<file path="config.mk">
export PLATFORM = sky130hd
export DESIGN_NAME = wb_bus_arbiter_flat
export DESIGN_NICKNAME = d
export VERILOG_FILES = /design/src/rtl/wb_arb_pkg.sv /design/src/rtl/wb_bus_arbiter_if.sv /design/src/rtl/wb_bus_arbiter_rr_pick.sv /design/src/rtl/wb_bus_arbiter.sv /design/src/flat_wrapper.sv
export SDC_FILE = /design/constraint.sdc
export NUM_CORES = 1
export LEC_CHECK = 0
export BUFFER_PORTS_ARGS = -buffer_cell sky130_fd_sc_hd__clkbuf_2
export CORE_AREA = 2 2 112 114
export DETAILED_ROUTE_END_ITERATION = 8
export DIE_AREA = 0 0 114 116
export PLACE_DENSITY = 0.44
export SLEW_MARGIN = 0
export SYNTH_ARGS = -nofsm -noshare
export SYNTH_HDL_FRONTEND = slang
export SYNTH_SLANG_ARGS = --single-unit
</file>
<file path="constraint.sdc">
create_clock -name clk_i -period 1.2 [get_ports clk_i]
set_input_delay 0.18 -clock clk_i [delete_from_list [all_inputs] [get_ports clk_i]]
set_output_delay 0.18 -clock clk_i [all_outputs]
set_load 0.05 [all_outputs]
</file>
<file path="src/rtl/wb_arb_pkg.sv">
// Shared types and constants for the two-master Wishbone round-robin arbiter.
package wb_arb_pkg;

  localparam int NUM_MST = 2;

  // Master indices; one bit is enough to name a master when NUM_MST is 2.
  localparam logic MST_CARAVEL = 1'b0;
  localparam logic MST_CPU     = 1'b1;

  typedef enum logic [1:0] {
    ARB_IDLE  = 2'd0,
    ARB_BUSY  = 2'd1,
    ARB_ABORT = 2'd2
  } arb_state_e;

endpackage

</file>
<file path="src/rtl/wb_bus_arbiter_if.sv">
// Wishbone bundle between the two masters, the arbiter and the shared slave bus.
// The slave modport is the arbiter's view; the master modport is the surrounding system.
interface wb_bus_arbiter_if
  import wb_arb_pkg::*;
#(
  parameter int ADDR_W = 32,
  parameter int DATA_W = 32
) ();

  localparam int SEL_W = DATA_W / 8;

  logic [NUM_MST-1:0]        m_cyc_i;
  logic [NUM_MST-1:0]        m_stb_i;
  logic [NUM_MST-1:0]        m_we_i;
  logic [NUM_MST*SEL_W-1:0]  m_sel_i;
  logic [NUM_MST*ADDR_W-1:0] m_adr_i;
  logic [NUM_MST*DATA_W-1:0] m_dat_i;
  logic [NUM_MST-1:0]        m_ack_o;
  logic [NUM_MST-1:0]        m_err_o;
  logic [DATA_W-1:0]         m_dat_o;
  logic                      s_cyc_o;
  logic                      s_stb_o;
  logic                      s_we_o;
  logic [SEL_W-1:0]          s_sel_o;
  logic [ADDR_W-1:0]         s_adr_o;
  logic [DATA_W-1:0]         s_dat_o;
  logic                      s_ack_i;
  logic [DATA_W-1:0]         s_dat_i;

  modport slave (
    input  m_cyc_i, m_stb_i, m_we_i, m_sel_i, m_adr_i, m_dat_i, s_ack_i, s_dat_i,
    output m_ack_o, m_err_o, m_dat_o, s_cyc_o, s_stb_o, s_we_o, s_sel_o, s_adr_o, s_dat_o
  );

  modport master (
    output m_cyc_i, m_stb_i, m_we_i, m_sel_i, m_adr_i, m_dat_i, s_ack_i, s_dat_i,
    input  m_ack_o, m_err_o, m_dat_o, s_cyc_o, s_stb_o, s_we_o, s_sel_o, s_adr_o, s_dat_o
  );

endinterface

</file>
<file path="src/rtl/wb_bus_arbiter_rr_pick.sv">
// Combinational two-way round-robin picker: a lone requester always wins,
// a tie goes to the master named by the priority pointer.
module wb_arb_rr_pick
  import wb_arb_pkg::*;
(
  input  logic [NUM_MST-1:0] i_req,
  input  logic               i_ptr,
  output logic [NUM_MST-1:0] o_gnt
);

  always_comb begin
    o_gnt = '0;
    case (i_req)
      2'b01:   o_gnt = 2'b01;
      2'b10:   o_gnt = 2'b10;
      2'b11:   o_gnt = (i_ptr == MST_CPU) ? 2'b10 : 2'b01;
      default: o_gnt = '0;
    endcase
  end

endmodule

</file>
<file path="src/rtl/wb_bus_arbiter.sv">
// Two-master round-robin Wishbone classic arbiter; grant is held for a whole bus cycle.
// Optional stall timeout with error pulse and abort: define WB_ARB_TIMEOUT_EN.
module wb_bus_arbiter
  import wb_arb_pkg::*;
#(
  parameter int ADDR_W         = 32,
  parameter int DATA_W         = 32,
  parameter int TIMEOUT_CYCLES = 255
) (
  input  logic               clk_i,
  input  logic               rst_i,
  wb_bus_arbiter_if.slave    bus,
  output logic [NUM_MST-1:0] grant_o
);

  localparam int SEL_W = DATA_W / 8;

  if (TIMEOUT_CYCLES < 1) begin : g_bad_timeout
    $error("wb_bus_arbiter: TIMEOUT_CYCLES must be at least 1");
  end

  arb_state_e         r_state, w_state_nxt;
  logic [NUM_MST-1:0] r_grant, w_grant_nxt, w_pick;
  logic               r_ptr, w_ptr_nxt;
  logic               w_gidx, w_busy, w_err;

  wb_arb_rr_pick u_pick (
    .i_req (bus.m_cyc_i),
    .i_ptr (r_ptr),
    .o_gnt (w_pick)
  );

  assign w_gidx  = r_grant[MST_CPU];
  assign w_busy  = (r_state == ARB_BUSY);
  assign grant_o = r_grant;

  always_ff @(posedge clk_i) begin
    if (rst_i) begin
      r_state <= ARB_IDLE;
      r_grant <= '0;
      r_ptr   <= MST_CARAVEL;
    end else begin
      r_state <= w_state_nxt;
      r_grant <= w_grant_nxt;
      r_ptr   <= w_ptr_nxt;
    end
  end

  always_comb begin
    w_state_nxt = r_state;
    w_grant_nxt = r_grant;
    w_ptr_nxt   = r_ptr;
    case (r_state)
      ARB_IDLE: begin
        if (|bus.m_cyc_i) begin
          w_state_nxt = ARB_BUSY;
          w_grant_nxt = w_pick;
          // Priority passes to whichever master did not just win.
          w_ptr_nxt   = w_pick[MST_CARAVEL] ? MST_CPU : MST_CARAVEL;
        end
      end
      ARB_BUSY: begin
        if (w_err) begin
          w_state_nxt = ARB_ABORT;
        end else if (!bus.m_cyc_i[w_gidx]) begin
          w_state_nxt = ARB_IDLE;
          w_grant_nxt = '0;
        end
      end
      ARB_ABORT: begin
        if (!bus.m_cyc_i[w_gidx]) begin
          w_state_nxt = ARB_IDLE;
          w_grant_nxt = '0;
        end
      end
      default: begin
        w_state_nxt = ARB_IDLE;
        w_grant_nxt = '0;
      end
    endcase
  end

  // Slave side follows the granted master only while BUSY; idle/abort park the bus at zero.
  assign bus.s_cyc_o = w_busy & bus.m_cyc_i[w_gidx];
  assign bus.s_stb_o = w_busy & bus.m_stb_i[w_gidx];
  assign bus.s_we_o  = w_busy & bus.m_we_i[w_gidx];
  assign bus.s_sel_o = w_busy ? bus.m_sel_i[w_gidx*SEL_W +: SEL_W]   : '0;
  assign bus.s_adr_o = w_busy ? bus.m_adr_i[w_gidx*ADDR_W +: ADDR_W] : '0;
  assign bus.s_dat_o = w_busy ? bus.m_dat_i[w_gidx*DATA_W +: DATA_W] : '0;

  assign bus.m_ack_o = r_grant & {NUM_MST{w_busy & bus.s_ack_i}};
  assign bus.m_dat_o = bus.s_dat_i;

`ifdef WB_ARB_TIMEOUT_EN
  localparam int CNT_W = ($clog2(TIMEOUT_CYCLES + 1) > 8) ? $clog2(TIMEOUT_CYCLES + 1) : 8;
  localparam logic [CNT_W-1:0] TMO_MAX = CNT_W'(TIMEOUT_CYCLES);

  logic [CNT_W-1:0] r_tmo_cnt;

  // Counts strobed-but-unacked cycles; saturates so the error cannot re-fire by wrapping.
  always_ff @(posedge clk_i) begin
    if (rst_i || !w_busy || bus.s_ack_i) begin
      r_tmo_cnt <= '0;
    end else if (bus.s_stb_o && (r_tmo_cnt != TMO_MAX)) begin
      r_tmo_cnt <= r_tmo_cnt + 1'b1;
    end
  end

  assign w_err       = w_busy & ~bus.s_ack_i & (r_tmo_cnt == TMO_MAX);
  assign bus.m_err_o = r_grant & {NUM_MST{w_err}};
`else
  assign w_err       = 1'b0;
  assign bus.m_err_o = '0;
`endif

endmodule
</file>
<file path="src/flat_wrapper.sv">
// flat-port wrapper written by rule: the top's interface ports become plain ports
module wb_bus_arbiter_flat import wb_arb_pkg::*;
#(
  parameter int ADDR_W         = 32,
  parameter int DATA_W         = 32,
  parameter int TIMEOUT_CYCLES = 255
)
  (clk_i, rst_i, grant_o, bus_m_cyc_i, bus_m_stb_i, bus_m_we_i, bus_m_sel_i, bus_m_adr_i, bus_m_dat_i, bus_s_ack_i, bus_s_dat_i, bus_m_ack_o, bus_m_err_o, bus_m_dat_o, bus_s_cyc_o, bus_s_stb_o, bus_s_we_o, bus_s_sel_o, bus_s_adr_o, bus_s_dat_o);
  wb_bus_arbiter_if #(.ADDR_W(ADDR_W), .DATA_W(DATA_W)) bus_i ();
  input  logic clk_i;
  input  logic rst_i;
  output logic [NUM_MST-1:0] grant_o;
  input wire logic [$bits(bus_i.m_cyc_i)-1:0] bus_m_cyc_i;
  input wire logic [$bits(bus_i.m_stb_i)-1:0] bus_m_stb_i;
  input wire logic [$bits(bus_i.m_we_i)-1:0] bus_m_we_i;
  input wire logic [$bits(bus_i.m_sel_i)-1:0] bus_m_sel_i;
  input wire logic [$bits(bus_i.m_adr_i)-1:0] bus_m_adr_i;
  input wire logic [$bits(bus_i.m_dat_i)-1:0] bus_m_dat_i;
  input wire logic [$bits(bus_i.s_ack_i)-1:0] bus_s_ack_i;
  input wire logic [$bits(bus_i.s_dat_i)-1:0] bus_s_dat_i;
  output wire logic [$bits(bus_i.m_ack_o)-1:0] bus_m_ack_o;
  output wire logic [$bits(bus_i.m_err_o)-1:0] bus_m_err_o;
  output wire logic [$bits(bus_i.m_dat_o)-1:0] bus_m_dat_o;
  output wire logic [$bits(bus_i.s_cyc_o)-1:0] bus_s_cyc_o;
  output wire logic [$bits(bus_i.s_stb_o)-1:0] bus_s_stb_o;
  output wire logic [$bits(bus_i.s_we_o)-1:0] bus_s_we_o;
  output wire logic [$bits(bus_i.s_sel_o)-1:0] bus_s_sel_o;
  output wire logic [$bits(bus_i.s_adr_o)-1:0] bus_s_adr_o;
  output wire logic [$bits(bus_i.s_dat_o)-1:0] bus_s_dat_o;
  assign bus_i.m_cyc_i = bus_m_cyc_i;
  assign bus_i.m_stb_i = bus_m_stb_i;
  assign bus_i.m_we_i = bus_m_we_i;
  assign bus_i.m_sel_i = bus_m_sel_i;
  assign bus_i.m_adr_i = bus_m_adr_i;
  assign bus_i.m_dat_i = bus_m_dat_i;
  assign bus_i.s_ack_i = bus_s_ack_i;
  assign bus_i.s_dat_i = bus_s_dat_i;
  assign bus_m_ack_o = bus_i.m_ack_o;
  assign bus_m_err_o = bus_i.m_err_o;
  assign bus_m_dat_o = bus_i.m_dat_o;
  assign bus_s_cyc_o = bus_i.s_cyc_o;
  assign bus_s_stb_o = bus_i.s_stb_o;
  assign bus_s_we_o = bus_i.s_we_o;
  assign bus_s_sel_o = bus_i.s_sel_o;
  assign bus_s_adr_o = bus_i.s_adr_o;
  assign bus_s_dat_o = bus_i.s_dat_o;
  wb_bus_arbiter #(.ADDR_W(ADDR_W), .DATA_W(DATA_W), .TIMEOUT_CYCLES(TIMEOUT_CYCLES)) u_core (.clk_i(clk_i), .rst_i(rst_i), .bus(bus_i), .grant_o(grant_o));
endmodule
</file>
## After elaboration in Yosys (flattened, before gate mapping)

Cells that the tools add are included.

- Order comparisons: 1
- Equal/unequal tests: 7
- Shifts and indexed selects: 3
- Mux-type cells: 17
- Bitwise gates (word level): 5
- Reduce and logical (&&, ||, !) cells: 5

Operators with widths:

| operator | number |
|---|---|
| variable part select 64 x 7 -> 32 bit | 2 |
| two-way mux 32 bit | 2 |
| two-way mux 2 bit | 4 |
| one-hot mux 2 bit (2 select lines) | 2 |
| variable part select 8 x 4 -> 4 bit | 1 |
| two-way mux 1 bit | 7 |
| == test 2 bit (second input constant) | 3 |
| one-hot mux 2 bit (3 select lines) | 1 |
| bitwise AND 1 bit | 4 |
| == test 2 x 1 -> 1 bit (second input constant) | 2 |
| two-way mux 4 bit | 1 |
| AND reduction 2 bit | 2 |
| OR reduction 2 bit | 2 |
| bitwise AND 2 bit | 1 |
| zero test 2 bit | 1 |
| < comparator 1 x 2 -> 1 bit (second input constant) | 1 |
| inequality test 2 x 1 -> 1 bit (second input constant) | 1 |
| inequality test 2 bit (second input constant) | 1 |

- Register bits: 5
- Input port bits: 177
- Logic and storage cells: 41

## Longest topological paths before layout

Gate-level depths: netlist (run 1).

- Word-level depth: 4
- Depth in mapped cells: 4
- Depth with buffers taken out: 3

## By module

Synthesis (run 1) repeated with hierarchy kept, for this count alone.

- Cell total of the unflattened synthesis: 215
- Area total of the unflattened synthesis: 1,691.6 µm²

By module, submodules not included:

| module | times used | cells each | area each (µm²) | seq. area each (µm²) |
|---|---|---|---|---|
| wb_bus_arbiter | 1 | 212 | 1,672.9 | 80.1 |
| wb_arb_rr_pick | 1 | 3 | 18.8 | 0.0 |

## Least setup slack after synthesis (run 1)

Ideal clock, no wire load.

- Path type: register to output
- Start point: reg u_core.r_grant[1] (netlist: u_core.grant_o[1])
- End point: out bus_s_adr_o[0]
- Arrival: 1,809 ps
- Data required time: 1,020 ps
- Setup slack: -789 ps
- Stages on the path, launching flop included: 5
- Cells stage by stage: dfxtp_1 > buf_4 > buf_4 > mux2i_1 > nor2_1

- Longest elaborated chain between the ends: 2

RTL lines:

| what | RTL line | RTL |
|---|---|---|
| start: declaration | wb_bus_arbiter.sv:23 | `logic [NUM_MST-1:0] r_grant, w_grant_nxt, w_pick;` |
| start signal: assignment | wb_bus_arbiter.sv:44 | `r_grant <= w_grant_nxt;` |
| variable part select 64 x 7 -> 32 bit | wb_bus_arbiter.sv:88 | `assign bus.s_adr_o = w_busy ? bus.m_adr_i[w_gidx*ADDR_W +: ADDR_W] : '0;` |
| two-way mux 32 bit | wb_bus_arbiter.sv:88 |  |
| end: declaration | flat_wrapper.sv:28 | `output wire logic [$bits(bus_i.s_adr_o)-1:0] bus_s_adr_o;` |

Every way passes these cells.

## Worst setup path in the final report (run 1)

- Start point: reg u_core.r_grant[1] (netlist: u_core.grant_o[1])
- End point: out bus_s_dat_o[23]

- Longest elaborated chain between the ends: 2

RTL lines:

| what | RTL line | RTL |
|---|---|---|
| variable part select 64 x 7 -> 32 bit | wb_bus_arbiter.sv:89 | `assign bus.s_dat_o = w_busy ? bus.m_dat_i[w_gidx*DATA_W +: DATA_W] : '0;` |
| two-way mux 32 bit | wb_bus_arbiter.sv:89 |  |
| end: declaration | flat_wrapper.sv:29 | `output wire logic [$bits(bus_i.s_dat_o)-1:0] bus_s_dat_o;` |

Every way passes these cells.

==> reports/results.txt, run 1 <==
In the final design database the tool counted 600 nets. In this run the static leakage power is 1.97 nW. The detailed router finished its first iteration with 23 violations. After detailed routing, the number of remaining DRC violations is 0.

Across the routed clock network, the largest skew measured is 0.00482 ns. The average size of a mapped cell is 7.08 sq um. For the starting density of the core, the log shows 12.7%. The tools report the worst-case vdd ir drop as 0.000564 V. The tools report the worst path setup slack after routing as -0.435 ns. In this run the worst path has a maximum fanout of 8. The fmax is 0.612 GHz. The final cycle utilization of the critical path is 136%, and the final standard cell utilization of the core is 39.9%. Summed over all layers, the routed wires come to 8.40 mm. The final reports fail on setup timing.

The run finished, with violations left. Leading area contributor after synthesis: sky130_fd_sc_hd__mux2i_1. The worst setup path is of the flip-flop to primary output kind. Number of global-route vias before repair: 2418. The type of the most critical hold path was primary input to flip-flop. The number of antenna diodes in the final layout is 0. The logs give 5.46 mm for the estimated wirelength of the detail-placed design and 0 for the count of final hold-check violations.

Proportion of netlist area held by the largest area contributor: 47.1%. Sorting the synthesized cells by area gives the leading types as sky130_fd_sc_hd__mux2i_1 47%, sky130_fd_sc_hd__buf_4 21%, sky130_fd_sc_hd__nor2_1 18%. After synthesis, the netlist uses 20 different library cells. The number of enable flip-flop cells after synthesis was 0; the residual overflow from global routing was 0.

Of the cells placed in the final design, the portion with a size suffix greater than 1 is 87.0%. STA classifies the critical path startpoint as a flip-flop. The maximum number of pins on one net before global-route repair is 37, and the worst setup slack after placement is -0.260 ns.

The run gives 1 as the depth of the CTS H-tree. Element type at the critical path end: a primary output. Top flip-flop cell by instance count after synthesis: sky130_fd_sc_hd__dfxtp_1. The tools report the number of sinks on the clock net as 4. The total power divided by cell area is 699 nW/um^2, and the final weighted congestion of routability-driven global placement is 0.646. From left edge to right edge, the die measures 114 um.

The final count of pins violating max slew is 0. Setup repair after global routing could not meet its margin everywhere. The run gives 0 as the initial antenna violation count. For the global-route wire length before repair, the log shows 12.0 mm. The logs give 1.02 ns for the data required time at the worst endpoint and 543 for the number of instances in the placed design.

At the worst endpoint, the arrival time is 1.46 ns. Number of buffers on the longest clock path: 2. The finished layout holds 569 standard cells, fillers aside. Synthesis handed over a netlist of 213 instances.

Via density per instance: 4.04. The share of the Yosys chip area taken by registers is 5.31%. Yosys printed 0 warnings. The tools report the aggregate negative setup slack as -27.45 ns. TritonCTS built the clock tree. The run gives 13200 sq um as the die area. The most numerous cell in the Yosys netlist was sky130_fd_sc_hd__nor2_1. Clock-pin slew was measured on the worst setup and hold paths at 0.03 ns. After floorplanning, the core was divided into 40 placement rows. The tools report the CTS root buffer as sky130_fd_sc_hd__clkbuf_16. The post-synthesis to final-layout area growth was 215%.

The logs give 1510 sq um for the summed instance area of the synthesized netlist and 11900 sq um for the area of the core region. Global routing used 11.6% of the available tracks across all layers. The floorplan step set the die height to 116 um.

Before antenna repair, the detailed router went through 4 iterations. The synthesized flop and latch total was 4; the wire length per cell was 14.8 um. Buffers placed on the I/O ports in this run total 219.

Post-layout minimum cycle time: 1.64 ns. The logs give 0 for the count of max-cap constraint violations and 3 for the number of CTS-inserted buffers. The run gives 0 as the number of routed nets with antenna violations. Counting instances in the post-synthesis netlist gives the leading cell types as 72 x sky130_fd_sc_hd__nor2_1, 71 x sky130_fd_sc_hd__mux2i_1, 42 x sky130_fd_sc_hd__buf_4.

The I/O pin count is 286, and the post-synthesis async set-or-reset flop share is 0%. Final setup violation count: 75. The run gives 2299 as the via total after detailed routing. At the later pin of the worst-skew pair, clock insertion delay measures 0.23 ns.
state kept, by name (all words and copies together) (netlist names):
register / count
u_core.r_state: 1
u_core.grant_o: 2
u_core.r_ptr: 1
cells by family (layout without fill, tap and decap cells):
logic type             after synthesis  in the layout  synth area share, %
AO/OA/AOI/OAI                        6              6                 2.74
buffers and inverters               51            259                 23.2
flip-flops                           4              4                 5.31
multiplexers                        72             72                 47.8
other                                1              2                0.249
AND/OR/NAND/NOR                     79             79                 20.6
stage by stage:
stage                     area [sq um]  hold slack, ns  power [mW]
after floorplan                   1900           0.239        1.67
after global placement            3160           0.360        1.97
after detailed placement          3160           0.360        1.99
after CTS                         4520           0.169        3.20
after global routing              4750           0.189        3.46
final                             4750           0.174        3.32
placed cells by master, fill, tap and decap left out, types with 8 or more instances in the layout:
master,Yosys,final
sky130_fd_sc_hd__clkbuf_2,0,145
sky130_fd_sc_hd__nor2_4,0,41
sky130_fd_sc_hd__buf_8,0,16
sky130_fd_sc_hd__clkbuf_8,0,35
sky130_fd_sc_hd__mux2i_1,71,21
sky130_fd_sc_hd__mux2i_4,0,44
sky130_fd_sc_hd__nor2_2,1,11
sky130_fd_sc_hd__buf_16,0,8
sky130_fd_sc_hd__buf_12,0,22
sky130_fd_sc_hd__nor2_1,72,21
sky130_fd_sc_hd__buf_4,42,19
metal layers:
metal  global-route usage [%]  vias to the layer above  routed length [um]  share of wire (%)
li1                         -                     1111                   -                  -
met1                     11.1                     1039                2630                 31
met2                     25.1                      135                4980                 59
met3                     2.20                       14                 677                8.1
met4                     2.36                        0                 106                1.3
met5                        0                        -                   0                  0
power by group:
group,leakage (nW),switching [mW],internal [mW],total [mW]
sequential,0.0344,0.0108,0.145,0.156
combinational,1.89,1.38,1.24,2.62
clock,0.0382,0.101,0.439,0.540
total,1.97,1.50,1.82,3.32
cell type report:
cell class | count | area, sq um
clock buffers | 4 | 78.8
fillers | 1151 | 7160
inverters | 2 | 10.0
multi-input cells | 159 | 2010
flip-flops and latches | 4 | 86.3
well taps | 147 | 184
repair buffers | 253 | 2380
final timing paths:
check	start	endpoint	slack, ns	depth (start not counted)
worst max-delay path	u_core.grant_o[1]	bus_s_dat_o[23]	-0.44	6
worst min-delay path	rst_i	u_core.r_state[0]	0.17	2
worst max register to register	u_core.grant_o[1]	u_core.r_state[0]	-0.15	6
worst min register to register	u_core.grant_o[0]	u_core.grant_o[0]	0.54	1
timing repair:
item / in CTS / in global routing
gates resized for setup: 192 / 58
setup buffers: 14 / 2
hold buffers: 0 / 0
pin swaps: 2 / 10
cloned: 7 / 2
setup endpoints to repair: 76 / 78
critical path, cell delays in order, from the launching register on:
cell and delay [ns]:
sky130_fd_sc_hd__dfxtp_4 0.35, sky130_fd_sc_hd__buf_6 0.13, sky130_fd_sc_hd__buf_12 0.12, sky130_fd_sc_hd__buf_16 0.14, sky130_fd_sc_hd__mux2i_2 0.14, sky130_fd_sc_hd__nor2_1 0.14, sky130_fd_sc_hd__clkbuf_8 0.20
(Power assumes the default switching activity.)
==> inputs of run 2 (changes only) <==
- CELL_PAD_IN_SITES_DETAIL_PLACEMENT: unset -> 0
- CELL_PAD_IN_SITES_GLOBAL_PLACEMENT: unset -> 1
- CORE_AREA: 2 2 112 114 -> 2 2 110 112
- DIE_AREA: 0 0 114 116 -> 0 0 112 114
- PLACE_DENSITY: 0.44 -> 0.75
- SLEW_MARGIN: 0 -> unset
==> run 2 against run 1 <==
Effect of this change: the run still ends with setup timing left; sequential power barely moved; non-clock buffer count fell by 8; die area fell by 3.4%; via count fell by 0.61%; critical endpoint is now bus_s_stb_o.
==> reports/results.txt, run 2 (synthesis results as in run 1) <==
The run finished, with violations left. The checks that failed: setup timing. After routing the design area is 4830 sq um. The met1 layer wirelength in the final routing was 3.37 mm; the worst-case vdd ir drop was 0.000649 V.

STA classifies the critical path startpoint as a flip-flop. The residual overflow from global routing was 0; the number of routed nets with antenna violations was 0. TritonCTS built the clock tree. The top cell types in the final layout, fill and taps aside, are 145 x sky130_fd_sc_hd__clkbuf_2, 46 x sky130_fd_sc_hd__mux2i_4, 44 x sky130_fd_sc_hd__nor2_4, 35 x sky130_fd_sc_hd__buf_12, 17 x sky130_fd_sc_hd__nor2_1. The width of the die was 112 um. In the final layout, the share of cells above drive strength 1 is 89.4%.

The post-synthesis to final-layout area growth is 220%, and the data required time at the worst endpoint is 1.02 ns. Summing internal, switching and leakage power gives 3.42 mW. The library cell used most frequently in the layout, excluding fill and tap cells, is sky130_fd_sc_hd__clkbuf_2. The final count of pins violating max slew is 0. The origin of the critical flop-to-flop path was u_core.grant_o[1]. The depth of the CTS H-tree came out at 1. The run gives 2435 as the number of global-route vias before repair.

The tools report the placed cell area as 3420 sq um. The tools report the critical path startpoint as u_core.grant_o[1]. The count of input and output buffers works out to 219.

The final layout contains 592 nets. For the leakage power summed over all cells, the log shows 1.95 nW. Final standard cell utilization of the core: 41.3%.

CTS placed an instance of sky130_fd_sc_hd__clkbuf_16 at the clock tree root. Derived from the worst setup path, the maximum achievable clock frequency is 0.614 GHz. The floorplan has 40 rows.

The tools report the startpoint of the most critical hold path as rst_i. The die covers 12800 sq um. For the worst setup slack after placement, the log shows -0.253 ns.

The total power divided by cell area was 707 nW/um^2. In this run the count of I/O pins placed on the die edge is 286. The routed length on met2 came out at 5.00 mm. Counting the fill cells in the layout gives 1074. The register with the most flip-flops in the layout has 2 of them. Detailed router's first-iteration violation count: 34. The total wire length after detailed routing was 9.21 mm; the clock input transition at the sequential cells of the worst setup and hold paths was 0.03 ns. The element type at the critical path end is a primary output. The first global-routing pass estimated 12.7 mm of wire. The initial antenna violation count is 0, and the area of the core region is 11700 sq um. Summed over all nets, the half-perimeter wirelength after detailed placement is 5.90 mm.

Type of the worst setup path: flip-flop to primary output. In the final layout, flip-flops and latches occupy 86.3 sq um. Dividing the detail-routed wire length by the instance count gives 16.4 um. In this run the worst hold path is classified as primary input to flip-flop. For the number of buffers on the longest clock path, the log shows 2.

The worst register-to-register path has a setup slack of -0.14 ns. At the end of routability-driven placement, the weighted congestion stood at 0.701. Of all nets on the critical path, the largest fanout is 6. The worst path setup slack after routing came out at -0.429 ns.

Top routing layer in use: met4. The worst path needs 1.63 ns of the cycle, external delays included. The final cycle utilization of the critical path was 136%; the via total after detailed routing was 2285.

In the final layout, the multi-input gates occupy 2080 sq um. For the number of buffers added to fix hold violations after cts, the log shows 0. Setup repair after global routing could not meet its margin everywhere.

Number of detailed-routing iterations run before antenna repair: 4. The maximum number of pins on one net before global-route repair was 28; the detailed-route DRC error count was 0. The via density per instance works out to 4.07. Global routing consumed, over all layers together, 12.6% of the routing resources. The later pin in the worst-skew pair is clocked with a latency of 0.22 ns. The logs give 1.45 ns for the arrival time of the worst setup path and 12.9% for the starting density of the core. The final setup violation count is 76, and the final clock skew is 0.00270 ns. The tool flagged a number of max-cap violations equal to 0. The number of sinks on the clock net is 4, and the antenna diode instance count is 0. After detailed routing, the met3 layer carries 663 um of wire. The tools report the number of CTS-inserted buffers as 3. The count of final hold-check violations was 0; the y dimension of the die was 114 um.
run 2: repair_timing:
action,in CTS,in global routing
pin swaps,2,4
gates cloned,7,6
hold endpoints to repair,0,0
endpoints found under the setup margin,76,76
buffers inserted,3,2
resized for setup,137,88
run 2: area by class of cell:
cell class              count  area share (%)
clock buffers               4            1.63
repair buffers            245            49.6
multi-input cells         159            43.0
well taps                 147            3.81
flip-flops and latches      4            1.79
inverters                   2           0.207
run 2: path summary, 6_finish.rpt:
path                       end  cells past startpoint
max                bus_s_stb_o                      5
min reg2reg  u_core.grant_o[0]                      1
min          u_core.grant_o[1]                      2
max reg2reg  u_core.grant_o[0]                      5
run 2: power by group:
group	internal (mW)	leakage, nW	total [mW]	switching [mW]
clock	0.439	0.0382	0.535	0.0963
combinational	1.28	1.88	2.72	1.44
sequential	0.145	0.0344	0.157	0.0116
run 2: metal layers:
layer	GRT usage [%]	vias up
met5	0	-
met4	3.90	0
met3	2.13	20
met2	24.3	128
met1	14.2	1042
li1	-	1095
run 2: per-stage QoR:
step / setup TNS, ns / hold WS, ns / cells
3_5_place_dp: -12.52 / 0.360 / 541
2_1_floorplan: -19.75 / 0.239 / 214
6_report: -26.66 / 0.180 / 561
4_1_cts: -28.09 / 0.155 / 555
5_1_grt: -30.05 / 0.205 / 561
3_3_place_gp: -10.92 / 0.360 / 541
run 2: critical path: stages, from the launching register on:
cell and delay, ns:
sky130_fd_sc_hd__dfxtp_4 0.37, sky130_fd_sc_hd__buf_12 0.16, sky130_fd_sc_hd__clkbuf_16 0.17, sky130_fd_sc_hd__mux2i_2 0.27
sky130_fd_sc_hd__nor2_4 0.04, sky130_fd_sc_hd__clkbuf_4 0.21
